[src/rtl/pic_pkg.sv]
// Shared constants, FSM encoding and helpers for the interrupt sequencer.
// Optional priority rotation is enabled with PIC_PRIORITY_ROTATE_EN.
package pic_pkg;

    localparam int unsigned PIC_NUM_IR = 8;
    localparam int unsigned IR_LEVEL_W = 3;

    localparam logic [IR_LEVEL_W-1:0] PIC_SPURIOUS_LEVEL = 3'd7;
    localparam logic [IR_LEVEL_W-1:0] PIC_LOWEST_DEFAULT = 3'd7;

    typedef logic [1:0] pic_state_t;

    localparam pic_state_t ST_IDLE   = 2'd0;
    localparam pic_state_t ST_ACK1   = 2'd1;
    localparam pic_state_t ST_WAIT2  = 2'd2;
    localparam pic_state_t ST_VECTOR = 2'd3;

    // One-hot decode of an IR level.
    function automatic logic [PIC_NUM_IR-1:0] level_onehot(input logic [IR_LEVEL_W-1:0] level);
        return PIC_NUM_IR'(1) << level;
    endfunction

endpackage

[src/rtl/pic_priority_resolver.sv]
// Finds the highest-priority set bit of a vector under a rotating priority order
// where level (lowest_priority+1) mod 8 is highest.
module pic_priority_resolver
    import pic_pkg::*;
(
    input  logic [PIC_NUM_IR-1:0] vec,
    input  logic [IR_LEVEL_W-1:0] lowest_priority,
    output logic                  found_c,
    output logic [IR_LEVEL_W-1:0] level_c,
    output logic [IR_LEVEL_W-1:0] rank_c
);

    logic [IR_LEVEL_W-1:0]   highest_c;
    logic [2*PIC_NUM_IR-1:0] doubled_c;
    logic [PIC_NUM_IR-1:0]   rotated_c;

    assign highest_c = IR_LEVEL_W'(lowest_priority + 3'd1);
    assign doubled_c = {vec, vec};
    // Bit r of the rotated vector is the request at priority rank r.
    assign rotated_c = PIC_NUM_IR'(doubled_c >> highest_c);

    always_comb begin
        found_c = 1'b0;
        rank_c  = '0;
        for (int i = PIC_NUM_IR - 1; i >= 0; i--) begin
            if (rotated_c[i]) begin
                found_c = 1'b1;
                rank_c  = IR_LEVEL_W'(i);
            end
        end
    end

    assign level_c = IR_LEVEL_W'(rank_c + highest_c);

endmodule

[src/rtl/pic_interrupt_sequencer.sv]
// Priority resolution, INT/INTA handshake, ISR and EOI handling for an 8259-style PIC.
// Define PIC_PRIORITY_ROTATE_EN to enable rotate-on-EOI / rotate-on-AEOI priority.
module pic_interrupt_sequencer
    import pic_pkg::*;
#(
    parameter int unsigned           NUM_IR         = PIC_NUM_IR,
    parameter logic [IR_LEVEL_W-1:0] SPURIOUS_LEVEL = PIC_SPURIOUS_LEVEL
) (
    input  logic                  clock,
    input  logic                  reset_n,
    input  logic [NUM_IR-1:0]     irr,
    input  logic [NUM_IR-1:0]     imr,
    input  logic                  inta_n,
    input  logic [4:0]            vector_base,
    input  logic                  aeoi_mode,
    input  logic                  eoi_nonspecific,
    input  logic                  eoi_specific,
    input  logic [IR_LEVEL_W-1:0] eoi_level,
    input  logic                  rotate_on_eoi,
    output logic                  int_out,
    output logic                  freeze,
    output logic [NUM_IR-1:0]     clear_interrupt_request,
    output logic [NUM_IR-1:0]     isr,
    output logic [7:0]            data_out,
    output logic                  data_out_en
);

    pic_state_t            state, state_nxt;
    logic                  inta_prev;
    logic [IR_LEVEL_W-1:0] win_level, win_level_nxt;
    logic                  win_spurious, win_spurious_nxt;
    logic                  int_out_nxt, freeze_nxt, data_out_en_nxt;
    logic [NUM_IR-1:0]     clear_nxt, isr_nxt, ack_set, aeoi_clear;
    logic [7:0]            data_out_nxt;
    logic [IR_LEVEL_W-1:0] lowest_priority;

    logic                  req_found_c, isr_found_c, req_valid_c;
    logic [IR_LEVEL_W-1:0] req_level_c, req_rank_c, isr_level_c, isr_rank_c;
    logic                  inta_fall_c, inta_rise_c;
    logic [NUM_IR-1:0]     eoi_clear_c;

    pic_priority_resolver u_req_resolver (
        .vec             (irr & ~imr),
        .lowest_priority (lowest_priority),
        .found_c         (req_found_c),
        .level_c         (req_level_c),
        .rank_c          (req_rank_c)
    );

    pic_priority_resolver u_isr_resolver (
        .vec             (isr),
        .lowest_priority (lowest_priority),
        .found_c         (isr_found_c),
        .level_c         (isr_level_c),
        .rank_c          (isr_rank_c)
    );

    // Fully nested: a request must outrank everything already in service.
    assign req_valid_c = req_found_c && (!isr_found_c || (req_rank_c < isr_rank_c));
    assign inta_fall_c = inta_prev & ~inta_n;
    assign inta_rise_c = ~inta_prev & inta_n;

    // EOI looks at the pre-acknowledge ISR; specific EOI wins over non-specific.
    always_comb begin
        eoi_clear_c = '0;
        if (eoi_specific) begin
            eoi_clear_c = isr & level_onehot(eoi_level);
        end else if (eoi_nonspecific && isr_found_c) begin
            eoi_clear_c = level_onehot(isr_level_c);
        end
    end

    always_comb begin
        state_nxt        = state;
        int_out_nxt      = 1'b0;
        freeze_nxt       = freeze;
        clear_nxt        = '0;
        data_out_nxt     = data_out;
        data_out_en_nxt  = data_out_en;
        win_level_nxt    = win_level;
        win_spurious_nxt = win_spurious;
        ack_set          = '0;
        aeoi_clear       = '0;

        case (state)
            ST_IDLE: begin
                if (inta_fall_c) begin
                    state_nxt  = ST_ACK1;
                    freeze_nxt = 1'b1;
                    if (req_valid_c) begin
                        win_level_nxt    = req_level_c;
                        win_spurious_nxt = 1'b0;
                        ack_set          = level_onehot(req_level_c);
                        clear_nxt        = level_onehot(req_level_c);
                    end else begin
                        win_level_nxt    = SPURIOUS_LEVEL;
                        win_spurious_nxt = 1'b1;
                    end
                end else begin
                    int_out_nxt = req_valid_c;
                end
            end
            ST_ACK1: begin
                state_nxt = ST_WAIT2;
            end
            ST_WAIT2: begin
                if (inta_fall_c) begin
                    state_nxt       = ST_VECTOR;
                    data_out_nxt    = {vector_base, win_level};
                    data_out_en_nxt = 1'b1;
                end
            end
            ST_VECTOR: begin
                if (inta_rise_c) begin
                    state_nxt       = ST_IDLE;
                    data_out_en_nxt = 1'b0;
                    freeze_nxt      = 1'b0;
                    if (aeoi_mode && !win_spurious) begin
                        aeoi_clear = level_onehot(win_level);
                    end
                end
            end
            default: begin
                state_nxt = ST_IDLE;
            end
        endcase

        isr_nxt = (isr & ~eoi_clear_c & ~aeoi_clear) | ack_set;
    end

`ifdef PIC_PRIORITY_ROTATE_EN
    logic [IR_LEVEL_W-1:0] lowest_priority_nxt;
    logic [IR_LEVEL_W-1:0] eoi_level_c;

    assign eoi_level_c = eoi_specific ? eoi_level : isr_level_c;

    always_comb begin
        lowest_priority_nxt = lowest_priority;
        if (rotate_on_eoi && (|eoi_clear_c)) begin
            lowest_priority_nxt = eoi_level_c;
        end
        if (rotate_on_eoi && (|aeoi_clear)) begin
            lowest_priority_nxt = win_level;
        end
    end

    always_ff @(posedge clock or negedge reset_n) begin
        if (!reset_n) begin
            lowest_priority <= PIC_LOWEST_DEFAULT;
        end else begin
            lowest_priority <= lowest_priority_nxt;
        end
    end
`else
    logic unused_rotate_on_eoi;

    assign lowest_priority      = PIC_LOWEST_DEFAULT;
    assign unused_rotate_on_eoi = rotate_on_eoi;
`endif

    always_ff @(posedge clock or negedge reset_n) begin
        if (!reset_n) begin
            state                   <= ST_IDLE;
            inta_prev               <= 1'b1;
            win_level               <= '0;
            win_spurious            <= 1'b0;
            int_out                 <= 1'b0;
            freeze                  <= 1'b0;
            clear_interrupt_request <= '0;
            isr                     <= '0;
            data_out                <= '0;
            data_out_en             <= 1'b0;
        end else begin
            state                   <= state_nxt;
            inta_prev               <= inta_n;
            win_level               <= win_level_nxt;
            win_spurious            <= win_spurious_nxt;
            int_out                 <= int_out_nxt;
            freeze                  <= freeze_nxt;
            clear_interrupt_request <= clear_nxt;
            isr                     <= isr_nxt;
            data_out                <= data_out_nxt;
            data_out_en             <= data_out_en_nxt;
        end
    end

endmodule

[config.mk]
export PLATFORM = sky130hd
export DESIGN_NAME = pic_interrupt_sequencer
export DESIGN_NICKNAME = d
export VERILOG_FILES = /design/src/rtl/pic_pkg.sv /design/src/rtl/pic_priority_resolver.sv /design/src/rtl/pic_interrupt_sequencer.sv
export SDC_FILE = /design/constraint.sdc
export NUM_CORES = 1
export LEC_CHECK = 0
export ABC_CLOCK_PERIOD_IN_PS = 2100
export BUFFER_PORTS_ARGS = -buffer_cell sky130_fd_sc_hd__buf_4
export CORE_ASPECT_RATIO = 1.1
export CORE_MARGIN = 2
export CORE_UTILIZATION = 46
export CTS_CLUSTER_DIAMETER = 30
export CTS_CLUSTER_SIZE = 8
export DETAILED_ROUTE_END_ITERATION = 8
export GPL_TIMING_DRIVEN = 1
export PLACE_DENSITY_LB_ADDON = 0.2
export SLEW_MARGIN = 0
export SYNTH_ARGS = -nofsm -noshare
export SYNTH_HDL_FRONTEND = slang
export SYNTH_SLANG_ARGS = --single-unit
[constraint.sdc]
create_clock -name clock -period 2.1 [get_ports clock]
set_input_delay 0.21 -clock clock [delete_from_list [all_inputs] [get_ports clock]]
set_output_delay 0.21 -clock clock [all_outputs]
set_load 0.005 [all_outputs]
==> metrics.md, run 1 <==
| Metric | Value |
|---|---|
| Slew margin rel. | 0.599 |
| Most common cell in the netlist | dfrtp_1 |
| Critical path's largest stage delay | about 0.43 ns |
| Post-Synthesis Cells | just over 200 |
| Final min period | between 2 and 2.5 ns |
| Hold WS | 0.0459 ns |
| Fin. max-slew vios | 0 |
| Initial antenna violation count | 0 |
| Syn avg cell area | 9.77 µm² |
| Largest net degree at the start of global routing | 35 |
| Vias | 1909 |
| WP data required | 2.34 ns |
| Part of the cycle the worst path needs | 0.964 |
| Clock-pin slew on the worst setup and hold paths | about 0.080 ns |
| Fraction of layout cells with a size suffix above 1 | 0.432 |
| Routed Antenna Nets | 0 |
| Chip Width | 66.4 µm |
| Crit. End Element | flip-flop |
| RR Endpoint | win_level[0] |
| Final hold vios | 0 |
| Cell Pwr Density | between 1000 and 1500 nW/µm² |
| CTS Buf Count | 5 |
| Worst vdd ir | about 500 µV |
| DR pass1 iterations | 4 |
| Design Area, Final | approximately 2900 µm² |
| Netlist cell types | 57 |
| Post-synth ARST share | 1.00 |
| Mapped cell area | between 1500 and 2000 µm² |
| Leak pwr | ~1.3 nW |
| MaxCap Viol Count | 0 |
| Final WL | about 5000 µm |
| DRC viols | 0 |
| Final #Nets | approximately 330 |
| Worst slew pin tran | roughly 0.6 ns |
| Crit path max fanout | 7 |
| Die Y | a little over 70 µm |
| Vias in the first global route | around 1800 |
| Worst Skew | 0.00978 ns |
| Max Clk Rate | just under 0.5 GHz |
| Die ar. | a little under 5000 µm² |
| EDFF count, synth | 0 |
| Sequential share of the synthesized area | 0.432 |
| CTS HTree Levels | 2 |
| Overall power | approximately 3.1 mW |
| Slowest CP cell | dfrtp_2 |
| TritonCTS clock tree | yes |
| First DRT Iteration DRCs | 213 |
| Yosys reg bits | 34 |
| IO buf count | between 50 and 60 |
| Area grow syn2layout | 46.1% |
| Reg-to-reg setup timing slack | 0.08 ns |
| Hold worst-path end | inta_prev |
| Yosys top cell area share | 0.419 |
| Worst R2R Path Depth | 8 |
| Cell chain of the critical path | nor4_4 > nand3b_1 > ha_4 > buf_6 > nand2b_4 > a211oi_2 > o31ai_4 > o22a_1 |
| Latest clock arrival within the worst-skew pair | 0.29 ns |
| Synth area leader | dfrtp_1 |
| Setup Crit Path Kind | flip-flop to flip-flop |
| Status | finished, final reports clean |
| Worst-case clock buffer depth | 2 |
| Main flop type after synthesis | dfrtp_1 |
| Number of fill cells | 316 |
| Min-delay worst type | input pin to flip-flop |
| Cell Rows | 24 |
| Hpwl dp | roughly 3800 µm |
| Gr ovfl total | 0 |
| Core ar. | a little over 4000 µm² |
| DR vias/cell | 5.52 |
| Unrepaired setup endpoints after global routing | yes |
| Hold path startpoint | inta_n |
| Critical path launch point type | flip-flop |
| Worst path arrival time | 2.26 ns |
| Finish-stage setup viols | 0 |
| Synthesized Nets | ~240 |
| RD Place Congestion | around 0.84 |
| Placed Area | ~2700 µm² |
| Hold Crit Depth | 1 |
| Per-cell routed wire length | ~15 µm |
| Synth top area cells | dfrtp_1, mux2_2, nor2_1, nand3_1, nand2b_1 |
| Syn. warnings | 0 |
| # clock sinks | 34 |
| N_diodes | 0 |
| Reg-to-reg startpoint | isr[6] |
| Commonest cells post-synth | dfrtp_1, nor2_1, nand2_1, nand3_1, o21ai_0 |
| Initial Utilization | 0.487 |
| GR Util All Layers | 0.219 |
| First-pass GRT wire length | 8070 µm |
| # IOs | 58 |
| Root Buffer | clkbuf_8 |
cells by family after synthesis:
group,after synthesis,synth area share
simple gates,101,0.301
buf+inv,8,0.0152
flops,34,0.432
compound gates,46,0.176
fa+ha+maj,5,0.0311
mux,8,0.0457
layout by cell type (no fill, tap or decap), drive strengths merged, types with 2 or more instances in the layout:
cell     synthesis  final
nor2            24     24
o21ai           13     13
o2111ai          2      2
nand3b           5      5
bufinv           0      2
ha               4      4
and2             4      4
dfrtp           33     33
a21oi            6      6
a31oi            5      5
o31ai            2      2
nor2b            4      4
nand2b          11     11
clkbuf           2      5
buf              0     85
nand4            4      4
nand3           14     14
a41o             3      3
nand2           16     16
mux2             8      8
and2b            2      2
nor4             5      5
a211oi           2      2
or3              3      3
nor3             3      3
inv              6      6
how the worst max path moves through the flow:
stage / startpoint / end / slack, ns / cells past startpoint
3_5_place_dp: irr[0] / isr[1] / -0.09 / 12
5_1_grt: isr[6] / isr[5] / -0.03 / 9
3_3_place_gp: irr[0] / isr[1] / -0.06 / 12
2_1_floorplan: isr[4] / isr[1] / -0.02 / 9
4_1_cts: isr[4] / win_spurious / 0.04 / 10
6_report: isr[6] / win_level[0] / 0.08 / 8
registers in the layout, summed over array words and instances (netlist names):
register and cells:
inta_prev 1, clear_interrupt_request 8, data_out_en 1, freeze 1, isr 8, state 2
data_out 8, int_out 1, win_level 3, win_spurious 1
per-layer routing:
| metal | GRT usage | wire [µm] | vias to the layer above |
|---|---|---|---|
| met5 | 0 | 0 | - |
| met4 | 0.0998 | 140 | 0 |
| met3 | 0.0432 | 206 | 15 |
| met2 | 0.342 | 2550 | 64 |
| met1 | 0.293 | 2210 | 897 |
| li1 | - | - | 933 |
where the power goes:
group | switching [mW] | internal (mW)
sequential | 0.149 | 0.831
clock | 0.253 | 0.475
combinational | 0.675 | 0.745
total | 1.08 | 2.05
stage by stage:
step                cells  setup TNS, ns   util  setup WS [ns]
CTS                   346              0  0.703         0.0374
detailed placement    337         -0.274  0.665        -0.0920
global route          346        -0.0656  0.711        -0.0267
global placement      337         -0.117  0.665        -0.0564
floorplan             202        -0.0218      -        -0.0218
finish                346              0  0.711         0.0759
worst max-delay path: cells and delay by family (launching register included):
kind            cells  cell delay [ns]
compound gates      3             0.65
simple gates        3             0.62
flops               1             0.43
fa+ha+maj           1             0.18
buf+inv             1             0.10
cell type report:
type	count	area [µm²]	area share
Clock buffer	5	68.8	0.0239
Multi-Input combinational cell	160	1150	0.400
Inverter	6	22.5	0.00781
Timing Repair Buffer	86	652	0.226
Tap cell	52	65.1	0.0226
Sequential cell	34	853	0.296
Clock inverter	3	68.8	0.0239
repair_timing:
item	4_1_cts	5_1_grt
endpoints found under the hold margin	33	0
pin swaps	0	8
setup endpoints to repair	1	7
buffers inserted	0	1
resized for setup	1	9
hold buffers	1	0
(Power assumes the default switching activity.)
==> run 2, diff against run 1 <==
- CORE_ASPECT_RATIO: 1.1 -> 0.5
- TNS_END_PERCENT: unset -> 20
==> metrics.md, run 2 (same netlist as run 1, synthesis figures left out) <==
| Metric | Value |
|---|---|
| Status | finished, final reports clean |
| Internal Pwr Total | 1.93 mW (-5.8%) |
| Min-delay worst type | input pin to flip-flop |
| TritonCTS clock tree | yes |
| First-pass GRT wire length | 8940 µm (+11%) |
| RD Place Congestion | 0.869 (+2.9%) |
| IO buf count | 56 (unchanged) |
| CTS HTree Levels | 2 (unchanged) |
| Worst slew pin tran | 0.647 ns (+0.0516 ns) |
| Fin. max-slew vios | 0 (unchanged) |
| Gr ovfl total | 0 (unchanged) |
| Worst-case clock buffer depth | 2 (unchanged) |
| Chip Width | 96.6 µm (+45%) |
| # IOs | 58 (unchanged) |
| Crit path max fanout | 7 (unchanged) |
| Vias | 1944 (+1.8%) |
| Die ar. | 4860 µm² (+0.64%) |
| N_diodes | 0 (unchanged) |
| Clk pwr share | 0.199 (-0.034) |
| Unrepaired setup endpoints after global routing | yes |
| Setup Crit Path Kind | flip-flop to flip-flop |
| Worst Skew | 0.00741 ns (-0.00237 ns) |
| Number of fill cells | 326 (+3.2%) |
| DR vias/cell | 5.60 (+1.5%) |
| Final hold vios | 0 (unchanged) |
| Setup TNS | 0 ns (unchanged) |
| Worst vdd ir | 487 µV (-1.1%) |
| Setup WS pre-CTS | -0.111 ns (-0.0189 ns) |
| Leak pwr | 1.30 nW (-0.72%) |
| Placed instance count | 339 (+0.59%) |
| Multi-input logic area | 1170 µm² (+1.8%) |
| Latest clock arrival within the worst-skew pair | 0.29 ns (about the same) |
| Worst R2R Path Depth | 8 (unchanged) |
| Worst path arrival time | 2.29 ns (+0.03 ns) |
| Overall power | 3.04 mW (-2.7%) |
| Critical path launch point type | flip-flop |
| Root Buffer | clkbuf_8 |
| GR Util All Layers | 0.233 (+0.0148) |
| Slew margin rel. | 0.564 (-0.0348) |
| Hpwl dp | 4240 µm (+13%) |
| Initial Utilization | 0.493 (+0.00608) |
| WP data required | 2.34 ns (about the same) |
| Finish-stage setup viols | 0 (unchanged) |
| Clock-pin slew on the worst setup and hold paths | 0.08 ns (about the same) |
| Core ar. | 4000 µm² (-1.2%) |
| Max Clk Rate | 0.487 GHz (-1.4%) |
| Largest net degree at the start of global routing | 35 (unchanged) |
| Final #Nets | 327 (-0.30%) |
| Part of the cycle the worst path needs | 0.978 (+0.0138) |
| Area grow syn2layout | 45.7% |
| CTS Buf Count | 5 (unchanged) |
| MaxCap Viol Count | 0 (unchanged) |
| Die Y | 50.3 µm (-31%) |
| Cell Rows | 16 (-33%) |
| DRC viols | 0 (unchanged) |
| First DRT Iteration DRCs | 121 (-43%) |
| Register area | 852 µm² (-0.15%) |
| Most frequent cells in the layout | buf_4, dfrtp_1, nor2_1, nand2_1, nand3_1 |
| Biggest regs | clear_interrupt_request: 8 flops, data_out: 8 flops, isr: 8 flops |
| DR pass1 iterations | 4 (unchanged) |
| Per-cell routed wire length | 15.8 µm (+7.2%) |
| Final min period | 2.05 ns (+0.0290 ns) |
| Placed Area | 2700 µm² (about the same) |
| Flop pwr share | 0.322 (+0.009) |
| Switching Fraction | 0.365 (+0.0205) |
| Vias in the first global route | 1924 (+9.3%) |
| Routed Antenna Nets | 0 (unchanged) |
| Setup ws final | 0.0470 ns (-0.0290 ns) |
| Post-CTS setup buffer count | 0 (unchanged) |
| # clock sinks | 34 (unchanged) |
| Post-route insts no fill | 347 (+0.29%) |
| Cell Pwr Density | 1060 nW/µm² (-2.4%) |
| Hold Crit Depth | 1 (unchanged) |
| Combinational share of power | 0.479 (+0.025) |
| Initial antenna violation count | 0 (unchanged) |
| Final WL | 5480 µm (+7.5%) |
| Design Area, Final | 2870 µm² (-0.30%) |
| NetSw | 1.11 mW (+3.0%) |
| Most common cell after layout, fill and taps aside | buf_4 |
| Fraction of layout cells with a size suffix above 1 | 0.433 (+0.00147) |
| Crit. End Element | flip-flop |
run 2: cell type report:
cell class / instances / share of cell area
clock buffers: 5 / 0.0239
clock inverters: 3 / 0.0157
inverters: 6 / 0.00784
multi-input cells: 160 / 0.408
flip-flops and latches: 34 / 0.296
well taps: 54 / 0.0235
repair buffers: 85 / 0.224
run 2: per-stage QoR:
stage	utilization	hold WS (ns)
6_report	0.718	0.0453
5_1_grt	0.718	0.0441
4_1_cts	0.707	0.0422
3_5_place_dp	0.674	0.187
3_3_place_gp	0.674	0.169
2_1_floorplan	-	-0.0856
run 2: power groups by stage:
stage	Sequential, mW	Clock (mW)	Combinational (mW)
6_report	0.978	0.606	1.46
3_3_place_gp	0.971	0	1.36
2_1_floorplan	0.961	0	0.809
3_5_place_dp	0.986	0	1.40
5_1_grt	1.00	0.638	1.59
4_1_cts	0.973	0.610	1.41
run 2: metal layers:
metal | GRT usage | up-vias | part of all wire
li1 | - | 921 | -
met1 | 0.315 | 945 | 0.46
met2 | 0.391 | 65 | 0.47
met3 | 0.0487 | 13 | 0.054
met4 | 0.0587 | 0 | 0.014
met5 | 0 | - | 0
run 2: path summary, 6_finish.rpt:
path                                   from      endpoint  slack [ns]
worst max-delay path                 isr[6]  win_level[0]        0.05
worst min-delay path                 inta_n     inta_prev        0.05
worst max register to register       isr[6]  win_level[0]        0.05
worst min register to register  data_out[2]   data_out[2]        0.50
max in group asynchronous           reset_n     inta_prev        1.36
min in group asynchronous           reset_n        isr[1]        0.39
run 2: what timing repair did:
item	in CTS	in global routing
gates resized for setup	1	12
endpoints found under the setup margin	1	15
hold endpoints to repair	33	0
hold buffers	1	0
pin swaps	0	6
run 2: critical path, stage by stage (launching register included):
cell	delay, ns
dfrtp_1	0.42
nor4_4	0.30
nand3b_1	0.20
ha_4	0.18
buf_6	0.11
nand2b_4	0.12
a211oi_2	0.05
o31ai_4	0.43
o22a_1	0.18
